[config.mk]
export PLATFORM = sky130hd
export DESIGN_NAME = serial_port_flat
export DESIGN_NICKNAME = d
export VERILOG_FILES = /design/src/rtl/serial_port_if.sv /design/src/rtl/serial_port.sv /design/src/flat_wrapper.sv
export SDC_FILE = /design/constraint.sdc
export NUM_CORES = 1
export LEC_CHECK = 0
export ABC_AREA = 1
export CAP_MARGIN = 5
export CORE_ASPECT_RATIO = 0.9
export CORE_MARGIN = 3
export CORE_UTILIZATION = 55
export DETAILED_ROUTE_END_ITERATION = 8
export HOLD_SLACK_MARGIN = 0.1
export PLACE_DENSITY = 0.79
export SYNTH_ARGS = -nofsm -noshare
export SYNTH_HDL_FRONTEND = slang
export SYNTH_SLANG_ARGS = --single-unit
[constraint.sdc]
create_clock -name clk50M -period 1.7 [get_ports clk50M]
set_input_delay 0.255 -clock clk50M [delete_from_list [all_inputs] [get_ports clk50M]]
set_output_delay 0.255 -clock clk50M [all_outputs]
set_load 0.02 [all_outputs]
[src/rtl/serial_port_if.sv]
// COM window between the physical memory controller (master) and the UART (slave).
interface serial_port_if;
   logic       enable_com_write;
   logic [7:0] com_data_out;
   logic       int_com_ack;
   logic [7:0] com_data_in;
   logic       com_read_ready;
   logic       com_write_ready;
   logic       rx_overrun;
   logic       rx_frame_err;

   modport master (
      output enable_com_write, com_data_out, int_com_ack,
      input  com_data_in, com_read_ready, com_write_ready, rx_overrun, rx_frame_err
   );

   modport slave (
      input  enable_com_write, com_data_out, int_com_ack,
      output com_data_in, com_read_ready, com_write_ready, rx_overrun, rx_frame_err
   );
endinterface

[src/rtl/serial_port.sv]
// 8N1 UART transceiver behind the COM window; define SERIAL_RX_FIFO_EN for a
// 2**RX_FIFO_AW entry RX FIFO instead of a single holding register.
module serial_port #(
   parameter int CLK_FREQ   = 50000000,
   parameter int BAUD       = 115200,
   parameter int RX_FIFO_AW = 4
) (
   input  logic         clk50M,
   input  logic         rst,
   serial_port_if.slave bus,
   input  logic         rxd,
   output logic         txd
);
   localparam int CLKS_PER_BIT = CLK_FREQ / BAUD;
   localparam int CNT_W = $clog2(CLKS_PER_BIT + 1);
   localparam logic [CNT_W-1:0] BIT_LAST  = CNT_W'(CLKS_PER_BIT - 1);
   localparam logic [CNT_W-1:0] HALF_LAST = CNT_W'(CLKS_PER_BIT / 2 - 1);

   if (RX_FIFO_AW < 1 || CLKS_PER_BIT < 2) begin : g_param_check
      $error("serial_port: need RX_FIFO_AW >= 1 and CLK_FREQ/BAUD >= 2");
   end

   typedef enum logic [1:0] {TX_IDLE, TX_START, TX_DATA, TX_STOP} tx_state_t;
   typedef enum logic [1:0] {RX_IDLE, RX_START, RX_DATA, RX_STOP} rx_state_t;

   tx_state_t        tx_state, tx_state_next;
   logic [CNT_W-1:0] tx_cnt;
   logic [2:0]       tx_idx;
   logic [7:0]       tx_shift;
   logic             tx_bit_end;

   assign tx_bit_end          = (tx_cnt == BIT_LAST);
   assign bus.com_write_ready = (tx_state == TX_IDLE);

   always_comb begin
      tx_state_next = tx_state;
      txd           = 1'b1;
      case (tx_state)
         TX_IDLE:  if (bus.enable_com_write) tx_state_next = TX_START;
         TX_START: begin
            txd = 1'b0;
            if (tx_bit_end) tx_state_next = TX_DATA;
         end
         TX_DATA: begin
            txd = tx_shift[0];
            if (tx_bit_end && tx_idx == 3'd7) tx_state_next = TX_STOP;
         end
         TX_STOP:  if (tx_bit_end) tx_state_next = TX_IDLE;
         default:  tx_state_next = TX_IDLE;
      endcase
   end

   // Strobes arriving outside IDLE are simply not latched.
   always_ff @(posedge clk50M) begin
      if (rst) begin
         tx_state <= TX_IDLE;
         tx_cnt   <= '0;
         tx_idx   <= '0;
         tx_shift <= '0;
      end else begin
         tx_state <= tx_state_next;
         if (tx_state == TX_IDLE || tx_bit_end) tx_cnt <= '0;
         else                                   tx_cnt <= tx_cnt + 1'b1;
         if (tx_state == TX_IDLE) begin
            tx_idx <= '0;
            if (bus.enable_com_write) tx_shift <= bus.com_data_out;
         end else if (tx_state == TX_DATA && tx_bit_end) begin
            tx_idx   <= tx_idx + 1'b1;
            tx_shift <= {1'b0, tx_shift[7:1]};
         end
      end
   end

   rx_state_t        rx_state, rx_state_next;
   logic [1:0]       rx_sync;
   logic             rx_line;
   logic [CNT_W-1:0] rx_cnt;
   logic [2:0]       rx_idx;
   logic [7:0]       rx_shift;
   logic             rx_sample, push, frame_bad;

   assign rx_line   = rx_sync[1];
   assign rx_sample = (rx_state == RX_START) ? (rx_cnt == HALF_LAST) : (rx_cnt == BIT_LAST);

   // The start bit is re-checked at mid-bit so short low glitches are rejected.
   always_comb begin
      rx_state_next = rx_state;
      push          = 1'b0;
      frame_bad     = 1'b0;
      case (rx_state)
         RX_IDLE:  if (!rx_line) rx_state_next = RX_START;
         RX_START: if (rx_sample) rx_state_next = rx_line ? RX_IDLE : RX_DATA;
         RX_DATA:  if (rx_sample && rx_idx == 3'd7) rx_state_next = RX_STOP;
         RX_STOP: begin
            if (rx_sample) begin
               rx_state_next = RX_IDLE;
               push          = rx_line;
               frame_bad     = !rx_line;
            end
         end
         default:  rx_state_next = RX_IDLE;
      endcase
   end

   always_ff @(posedge clk50M) begin
      if (rst) begin
         rx_sync  <= 2'b11;
         rx_state <= RX_IDLE;
         rx_cnt   <= '0;
         rx_idx   <= '0;
         rx_shift <= '0;
      end else begin
         rx_sync  <= {rx_sync[0], rxd};
         rx_state <= rx_state_next;
         if (rx_state == RX_IDLE || rx_sample) rx_cnt <= '0;
         else                                  rx_cnt <= rx_cnt + 1'b1;
         if (rx_state != RX_DATA) begin
            rx_idx <= '0;
         end else if (rx_sample) begin
            rx_idx   <= rx_idx + 1'b1;
            rx_shift <= {rx_line, rx_shift[7:1]};
         end
      end
   end

   logic ack_q, pop, push_drop;
   assign pop = bus.int_com_ack && !ack_q;

   always_ff @(posedge clk50M) begin
      if (rst) begin
         ack_q            <= 1'b0;
         bus.rx_frame_err <= 1'b0;
         bus.rx_overrun   <= 1'b0;
      end else begin
         ack_q <= bus.int_com_ack;
         if (frame_bad) bus.rx_frame_err <= 1'b1;
         if (push_drop) bus.rx_overrun   <= 1'b1;
      end
   end

`ifdef SERIAL_RX_FIFO_EN
   localparam int DEPTH = 2 ** RX_FIFO_AW;

   logic [7:0]            fifo_mem [DEPTH];
   logic [RX_FIFO_AW-1:0] rd_ptr, wr_ptr;
   logic [RX_FIFO_AW:0]   count, count_popped;
   logic [7:0]            head;
   logic                  pop_ok, push_ok;

   // Pop is applied first, so a full FIFO still takes a push in the same cycle.
   assign pop_ok       = pop && (count != '0);
   assign count_popped = count - (RX_FIFO_AW+1)'(pop_ok);
   assign push_ok      = push && (count_popped != (RX_FIFO_AW+1)'(DEPTH));
   assign push_drop    = push && !push_ok;

   always_ff @(posedge clk50M) begin
      if (push_ok) fifo_mem[wr_ptr] <= rx_shift;
   end

   always_ff @(posedge clk50M) begin
      if (rst) begin
         rd_ptr <= '0;
         wr_ptr <= '0;
         count  <= '0;
         head   <= '0;
      end else begin
         if (push_ok) wr_ptr <= wr_ptr + 1'b1;
         if (pop_ok)  rd_ptr <= rd_ptr + 1'b1;
         count <= count_popped + (RX_FIFO_AW+1)'(push_ok);
         if (count_popped == '0) begin
            if (push_ok) head <= rx_shift;
         end else if (pop_ok) begin
            head <= fifo_mem[rd_ptr + 1'b1];
         end
      end
   end

   assign bus.com_data_in    = head;
   assign bus.com_read_ready = (count != '0);
`else
   logic [7:0] hold_data;
   logic       hold_valid, hold_room;

   assign hold_room = !hold_valid || pop;
   assign push_drop = push && !hold_room;

   always_ff @(posedge clk50M) begin
      if (rst) begin
         hold_data  <= '0;
         hold_valid <= 1'b0;
      end else if (push && hold_room) begin
         hold_data  <= rx_shift;
         hold_valid <= 1'b1;
      end else if (pop) begin
         hold_valid <= 1'b0;
      end
   end

   assign bus.com_data_in    = hold_data;
   assign bus.com_read_ready = hold_valid;
`endif
endmodule

[src/flat_wrapper.sv]
// flat-port wrapper written by rule: the top's interface ports become plain ports
module serial_port_flat 
#(
   parameter int CLK_FREQ   = 50000000,
   parameter int BAUD       = 115200,
   parameter int RX_FIFO_AW = 4
)
  (clk50M, rst, rxd, txd, bus_enable_com_write, bus_com_data_out, bus_int_com_ack, bus_com_data_in, bus_com_read_ready, bus_com_write_ready, bus_rx_overrun, bus_rx_frame_err);
  serial_port_if bus_i ();
  input  logic clk50M;
  input  logic rst;
  input  logic rxd;
  output logic txd;
  input wire logic [$bits(bus_i.enable_com_write)-1:0] bus_enable_com_write;
  input wire logic [$bits(bus_i.com_data_out)-1:0] bus_com_data_out;
  input wire logic [$bits(bus_i.int_com_ack)-1:0] bus_int_com_ack;
  output wire logic [$bits(bus_i.com_data_in)-1:0] bus_com_data_in;
  output wire logic [$bits(bus_i.com_read_ready)-1:0] bus_com_read_ready;
  output wire logic [$bits(bus_i.com_write_ready)-1:0] bus_com_write_ready;
  output wire logic [$bits(bus_i.rx_overrun)-1:0] bus_rx_overrun;
  output wire logic [$bits(bus_i.rx_frame_err)-1:0] bus_rx_frame_err;
  assign bus_i.enable_com_write = bus_enable_com_write;
  assign bus_i.com_data_out = bus_com_data_out;
  assign bus_i.int_com_ack = bus_int_com_ack;
  assign bus_com_data_in = bus_i.com_data_in;
  assign bus_com_read_ready = bus_i.com_read_ready;
  assign bus_com_write_ready = bus_i.com_write_ready;
  assign bus_rx_overrun = bus_i.rx_overrun;
  assign bus_rx_frame_err = bus_i.rx_frame_err;
  serial_port #(.CLK_FREQ(CLK_FREQ), .BAUD(BAUD), .RX_FIFO_AW(RX_FIFO_AW)) u_core (.clk50M(clk50M), .rst(rst), .bus(bus_i), .rxd(rxd), .txd(txd));
endmodule
==> results of run 1 <==
[logic make-up after synthesis]
group	Yosys count
buf+inv	45
compound gates	47
flops	58
fa+ha+maj	11
simple gates	184
xor+xnor	3
[per-layer routing]
| layer | vias to the layer above | track usage, % | part of all wire (%) |
|---|---|---|---|
| met5 | - | 0 | 0 |
| met4 | 0 | 10.5 | 1.4 |
| met3 | 8 | 7.16 | 5.8 |
| met2 | 42 | 33.4 | 48 |
| met1 | 1007 | 23.6 | 45 |
| li1 | 1189 | - | - |
[synthesized netlist by cell type, types with 2 or more instances]
| cell | number | area [sq um] |
|---|---|---|
| nor2_1 | 60 | 225 |
| dfxtp_1 | 58 | 1160 |
| nand4_1 | 2 | 12.5 |
| nor3b_1 | 4 | 30.0 |
| a31oi_1 | 2 | 12.5 |
| xnor2_1 | 2 | 17.5 |
| nand3_2 | 5 | 50.1 |
| clkbuf_1 | 3 | 11.3 |
| nand2_2 | 3 | 18.8 |
| nor3_1 | 5 | 25.0 |
| or2_2 | 5 | 31.3 |
| nand2_1 | 75 | 282 |
| ha_1 | 11 | 138 |
| inv_1 | 35 | 131 |
| inv_2 | 3 | 11.3 |
| o21ai_0 | 17 | 85.1 |
| o21a_1 | 2 | 15.0 |
| nand3_1 | 17 | 85.1 |
| a21oi_1 | 21 | 105 |
| nand3_4 | 2 | 35.0 |
[power groups by stage]
stage	combinational (mW)	sequential [mW]	clock (mW)
floorplan	0.626	1.55	0
global placement	0.903	1.57	0
detailed placement	0.924	1.57	0
CTS	0.902	1.54	1.31
global route	1.05	1.56	1.37
finish	0.911	1.55	1.28
[worst max-delay path, delay by kind of cell, from the launching register on]
family | cells | cell delay (ns)
compound gates | 1 | 0.17
fa+ha+maj | 1 | 0.22
buf+inv | 2 | 0.27
flops | 1 | 0.38
[repair_timing]
action	4_1_cts	5_1_grt
setup endpoints to repair	2	13
resized for setup	6	5
setup buffers	0	0
[area by class of cell]
class                           instances  area [sq um]  area share (%)
Tap cell                               62          77.6            2.43
Sequential cell                        58          1160            36.5
Clock buffer                           13           169            5.30
Timing Repair Buffer                   34           308            9.65
Inverter                               38           143            4.47
Multi-Input combinational cell        245          1290            40.5
Clock inverter                          2          35.0            1.10
[per-stage QoR]
step	hold WS (ns)	std cells	setup slack, ns
4_1_cts	0.416	452	0.0472
6_report	0.415	452	0.0798
3_5_place_dp	0.396	437	0.0124
3_3_place_gp	0.397	437	0.0751
2_1_floorplan	0.359	348	0.0407
5_1_grt	0.435	452	0.00192
[flip-flops by register name (all words and copies together), names as in the netlist, named ones only]
register and count:
u_core.bus.rx_frame_err 1, u_core.rx_state 1, u_core.tx_cnt 9, u_core.rx_sync 2, u_core.rx_shift 8, u_core.rx_cnt 9, u_core.rx_idx 3, u_core.tx_state 2
u_core.bus.com_read_ready 1, u_core.bus.com_data_in 8, u_core.ack_q 1, u_core.bus.rx_overrun 1, u_core.tx_idx 3, u_core.tx_shift 8
[final timing paths]
check / end / slack, ns / depth (start not counted)
setup / recovery: txd / 0.08 / 4
hold / removal: u_core.rx_sync[1] / 0.42 / 1
setup reg to reg: u_core.tx_shift[5] / 0.15 / 7
hold reg to reg: u_core.rx_sync[1] / 0.42 / 1
==> flow_summary.toml, run 1 <==
[worst_hold_path]
hold_class = "flip-flop to flip-flop"
timing.hold.worst.start = "u_core.rx_sync[0]"

[route]
firstDrtPassIters = 5
drt-initial-drc-count = 69
ant_nets = 0
drc = 0
wl_um = 5110
vias_per_cell = 4.97
wl_per_cell_um = 11.3
vias = 2246

[setup_path]
crit_required_ns = 1.44
critPathSlowestCell = "dfxtp_1"
endpoint_kind = "primary output"
crit_start = "u_core.tx_state[1]"
reg2reg_from = "u_core.tx_state[0]"
cp-start-kind = "flip-flop"
worstSetupPathType = "flip-flop to primary output"
crit_fanout = 4
cp.arrival_ns = 1.37
max_stage_delay_ns = 0.38
path_cells = "inv_1 -> ha_1 -> o21ai_0 -> buf_2"

[sta]
fin_crit_ns = 1.62
worstMarginPinSlew_ns = 0.321
final-setup-viol-count = 0
slew_headroom_pct = 78.4
fin_worst_skew_ns = 0.0106
rsz0062_at_grt = "false"
final-hold-violation-count = 0
final_max_slew_viol_count = 0
fmax_mhz = 617
finalSetupTns_ns = 0
post-route-period-util_pct = 95.3

[clock_tree]
cts_buffers = 9
postCtsHoldBufs = 0
clockBufferDepth = 2
cts_max_level = 3
worstSkewPairLatency_ns = 0.33
clk_pin_slew_ns = 0.06
cts_tree = "done"
cts_sinks = 58
cts-root-buf = "clkbuf_8"

[floorplan]
core_sq_mm = 0.00455
dieArea_sq_mm = 0.00566
die_x_um = 79.0
pin_count = 26
num_rows = 23
die_h_um = 71.7
start_util_pct = 58.0

[grt]
antenna_found_initial = 0
grt_pass1_vias = 2152
grt_pass1_wl_um = 9070
grt_max_degree = 21
overflow = 0
track_usage_pct = 20.4

[placement]
port_buffers = 25
postPlaceCellArea_sq_mm = 0.00299
gp_congestion = 0.901
dp_hpwl_um = 3620

[synthesis]
ys_seq_area_share_pct = 44.0
synth_top_family_by_area = "simple AND/OR/NAND/NOR gates"
synth-simple-area-share_pct = 32.6
ys_warn_count = 0
ys.flop_type = "dfxtp_1"
syn_area_sq_mm = 0.00264
syn_nets = 372
async_flop_share_pct = 0
ys_ff_latch = 58
synth-compound-area-share_pct = 10.1
synth_cell_types = 36
syn-instance-count = 348
syn_avg_cell_area_sq_um = 7.58
muxShareOfSynthArea_pct = 0
synth_edf_count = 0
synthXorXnorAreaFrac_pct = 0.997
yosys.area_share.adder_pct = 5.22

[power_and_ir_drop]
clkPwrFrac_pct = 34.2
p_int_mw = 2.62
seqPwrFrac_pct = 41.4
pwr-share-comb_pct = 24.4
p_sw_mw = 1.12
swShare_pct = 30.0
powerDensity_mw_per_mm2 = 1170
vdd_ir_drop_max_v = 0.000813
leakagePower_nw = 1.42
finalPower_mw = 3.74

[outcome]
status = "completed"

[flow_run]
max-cap-violations = 0

[final_layout]
area_growth_pct = 20.9
antenna_cells = 0
nets = 410
post-route-cell-area_sq_mm = 0.00319
final_common_cell = "nand2_1"
fill_cells = 396
layout_common_cells = "nand2_1, nor2_1, dfxtp_1"
drive_gt1_share_pct = 13.1
final_util_pct = 70.1
Note: power is estimated with default switching activity, not from simulation.
==> run 2: changes to the inputs <==
PLACE_DENSITY = 0.83   (was 0.79)
SLEW_MARGIN = 20   (was default)
==> run 2 against run 1 <==
  * Critical path depth down 1
  * Clock power up 4%
  * First-iteration DRC count up 26%
  * Flip-flop and latch count unchanged
  * Wire length up 0.27%
  * Sequential share of layout area down 0.35 points
  * Global-route usage down 0.16 points
  * Non-clock buffer count up 2
  * Power up 2.7%
  * Sequential power about the same
  * Critical endpoint is now bus_com_write_ready
  * Largest power group unchanged
==> flow_summary.toml, run 2 (same netlist as run 1, synthesis figures left out) <==
[clock_tree]
cts_buffers = 9
clockBufferDepth = 2
cts-root-buf = "clkbuf_8"
cts_tree = "done"
cts_sinks = 58
cts_max_level = 3
worstSkewPairLatency_ns = 0.33
clk_pin_slew_ns = 0.06

[sta]
finalSetupTns_ns = 0
fmax_mhz = 634
post-route-period-util_pct = 92.8
rsz0062_at_grt = "false"
slew_headroom_pct = 78.7
final-setup-viol-count = 0
final_max_slew_viol_count = 0
fin_worst_skew_ns = 0.00906
fin_crit_ns = 1.58
final-hold-violation-count = 0
worstMarginPinSlew_ns = 0.317

[route]
vias_per_cell = 4.99
drc = 0
wl_um = 5120
ant_nets = 0
vias = 2259
drt-initial-drc-count = 87
wl_per_cell_um = 11.3
firstDrtPassIters = 4

[placement]
postPlaceCellArea_sq_mm = 0.00300
port_buffers = 25
dp_cells = 439
dp_hpwl_um = 3630
gp_congestion = 0.796

[grt]
track_usage_pct = 20.2
grt_max_degree = 21
overflow = 0
grt_pass1_wl_um = 9030
grt_pass1_vias = 2138
antenna_found_initial = 0

[floorplan]
start_util_pct = 58.0
num_rows = 23
core_sq_mm = 0.00455
pin_count = 26
die_h_um = 71.7
die_x_um = 79.0
dieArea_sq_mm = 0.00566

[setup_path]
critPathSlowestCell = "dlygate4sd2_1"
worst-path-buf-inv = 2
cp.arrival_ns = 1.32
path_cells = "inv_1 -> ha_2 -> dlygate4sd2_1"
crit_fanout = 4
endpoint_kind = "primary output"
cp-start-kind = "flip-flop"
worstSetupPathType = "flip-flop to primary output"
crit_required_ns = 1.44
max_stage_delay_ns = 0.34
critPathTopFamily = "buffers and inverters"

[final_layout]
area_growth_pct = 22.0
layout_common_cells = "nand2_1, nor2_1, dfxtp_1"
antenna_cells = 0
nets = 412
final_cells = 453
fill_cells = 388
final_common_cell = "nand2_1"
post-route-cell-area_sq_mm = 0.00322
top_regs = "u_core.rx_cnt x9, u_core.tx_cnt x9"
drive_gt1_share_pct = 13.3

[power_and_ir_drop]
vdd_ir_drop_max_v = 0.000982
powerDensity_mw_per_mm2 = 1190
finalPower_mw = 3.84
leakagePower_nw = 1.43

[outcome]
status = "completed"

[flow_run]
max-cap-violations = 0

[worst_hold_path]
hold_class = "flip-flop to flip-flop"
## run 2: power breakdown
part	switching (mW)	internal, mW
Sequential	0.0686	1.47
Combinational	0.572	0.400
Clock	0.483	0.846
## run 2: worst paths after layout
check | start | end | slack, ns | cells past startpoint
setup reg to reg | u_core.rx_state[0] | u_core.rx_shift[0] | 0.16 | 9
hold reg to reg | u_core.rx_sync[0] | u_core.rx_sync[1] | 0.43 | 1
setup / recovery | u_core.tx_state[0] | bus_com_write_ready | 0.12 | 3
hold / removal | u_core.rx_sync[0] | u_core.rx_sync[1] | 0.43 | 1
## run 2: cell type report
class	count	area, sq um	area share [%]
flip-flops and latches	58	1160	36.1
clock inverters	3	65.1	2.02
well taps	62	77.6	2.41
repair buffers	36	327	10.2
multi-input cells	245	1300	40.4
clock buffers	11	141	4.40
inverters	38	143	4.44
## run 2: timing repair
| item | CTS | global route |
|---|---|---|
| setup buffers | 0 | 0 |
| hold endpoints to repair | 0 | 0 |
| hold buffers | 0 | 0 |
| setup endpoints to repair | 2 | 6 |
| gates resized for setup | 6 | 6 |
## run 2: per-stage QoR
step           hold WS (ns)  util, %  worst slack (ns)
2_1_floorplan         0.359        -            0.0407
5_1_grt               0.455     70.7           0.00612
6_report              0.432     70.7             0.123
4_1_cts               0.437     70.4            0.0659
3_3_place_gp          0.407     66.0            0.0633
3_5_place_dp          0.403     66.0           0.00981
## run 2: worst register-to-register path, stage by stage (launching register included)
cell and delay [ns]:
dfxtp_1 0.34, inv_1 0.10, nor2_1 0.19, nand3_2 0.13
nand2_4 0.11, nand3_2 0.12, inv_2 0.16, nand3_4 0.12
nor2_1 0.11, nor2_1 0.05
## run 2: metal layers
metal	track usage, %	vias up	wire length [um]
met2	34.6	41	2430
li1	-	1188	-
met3	6.91	12	236
met5	0	-	0
met4	9.16	0	99
met1	22.8	1018	2350
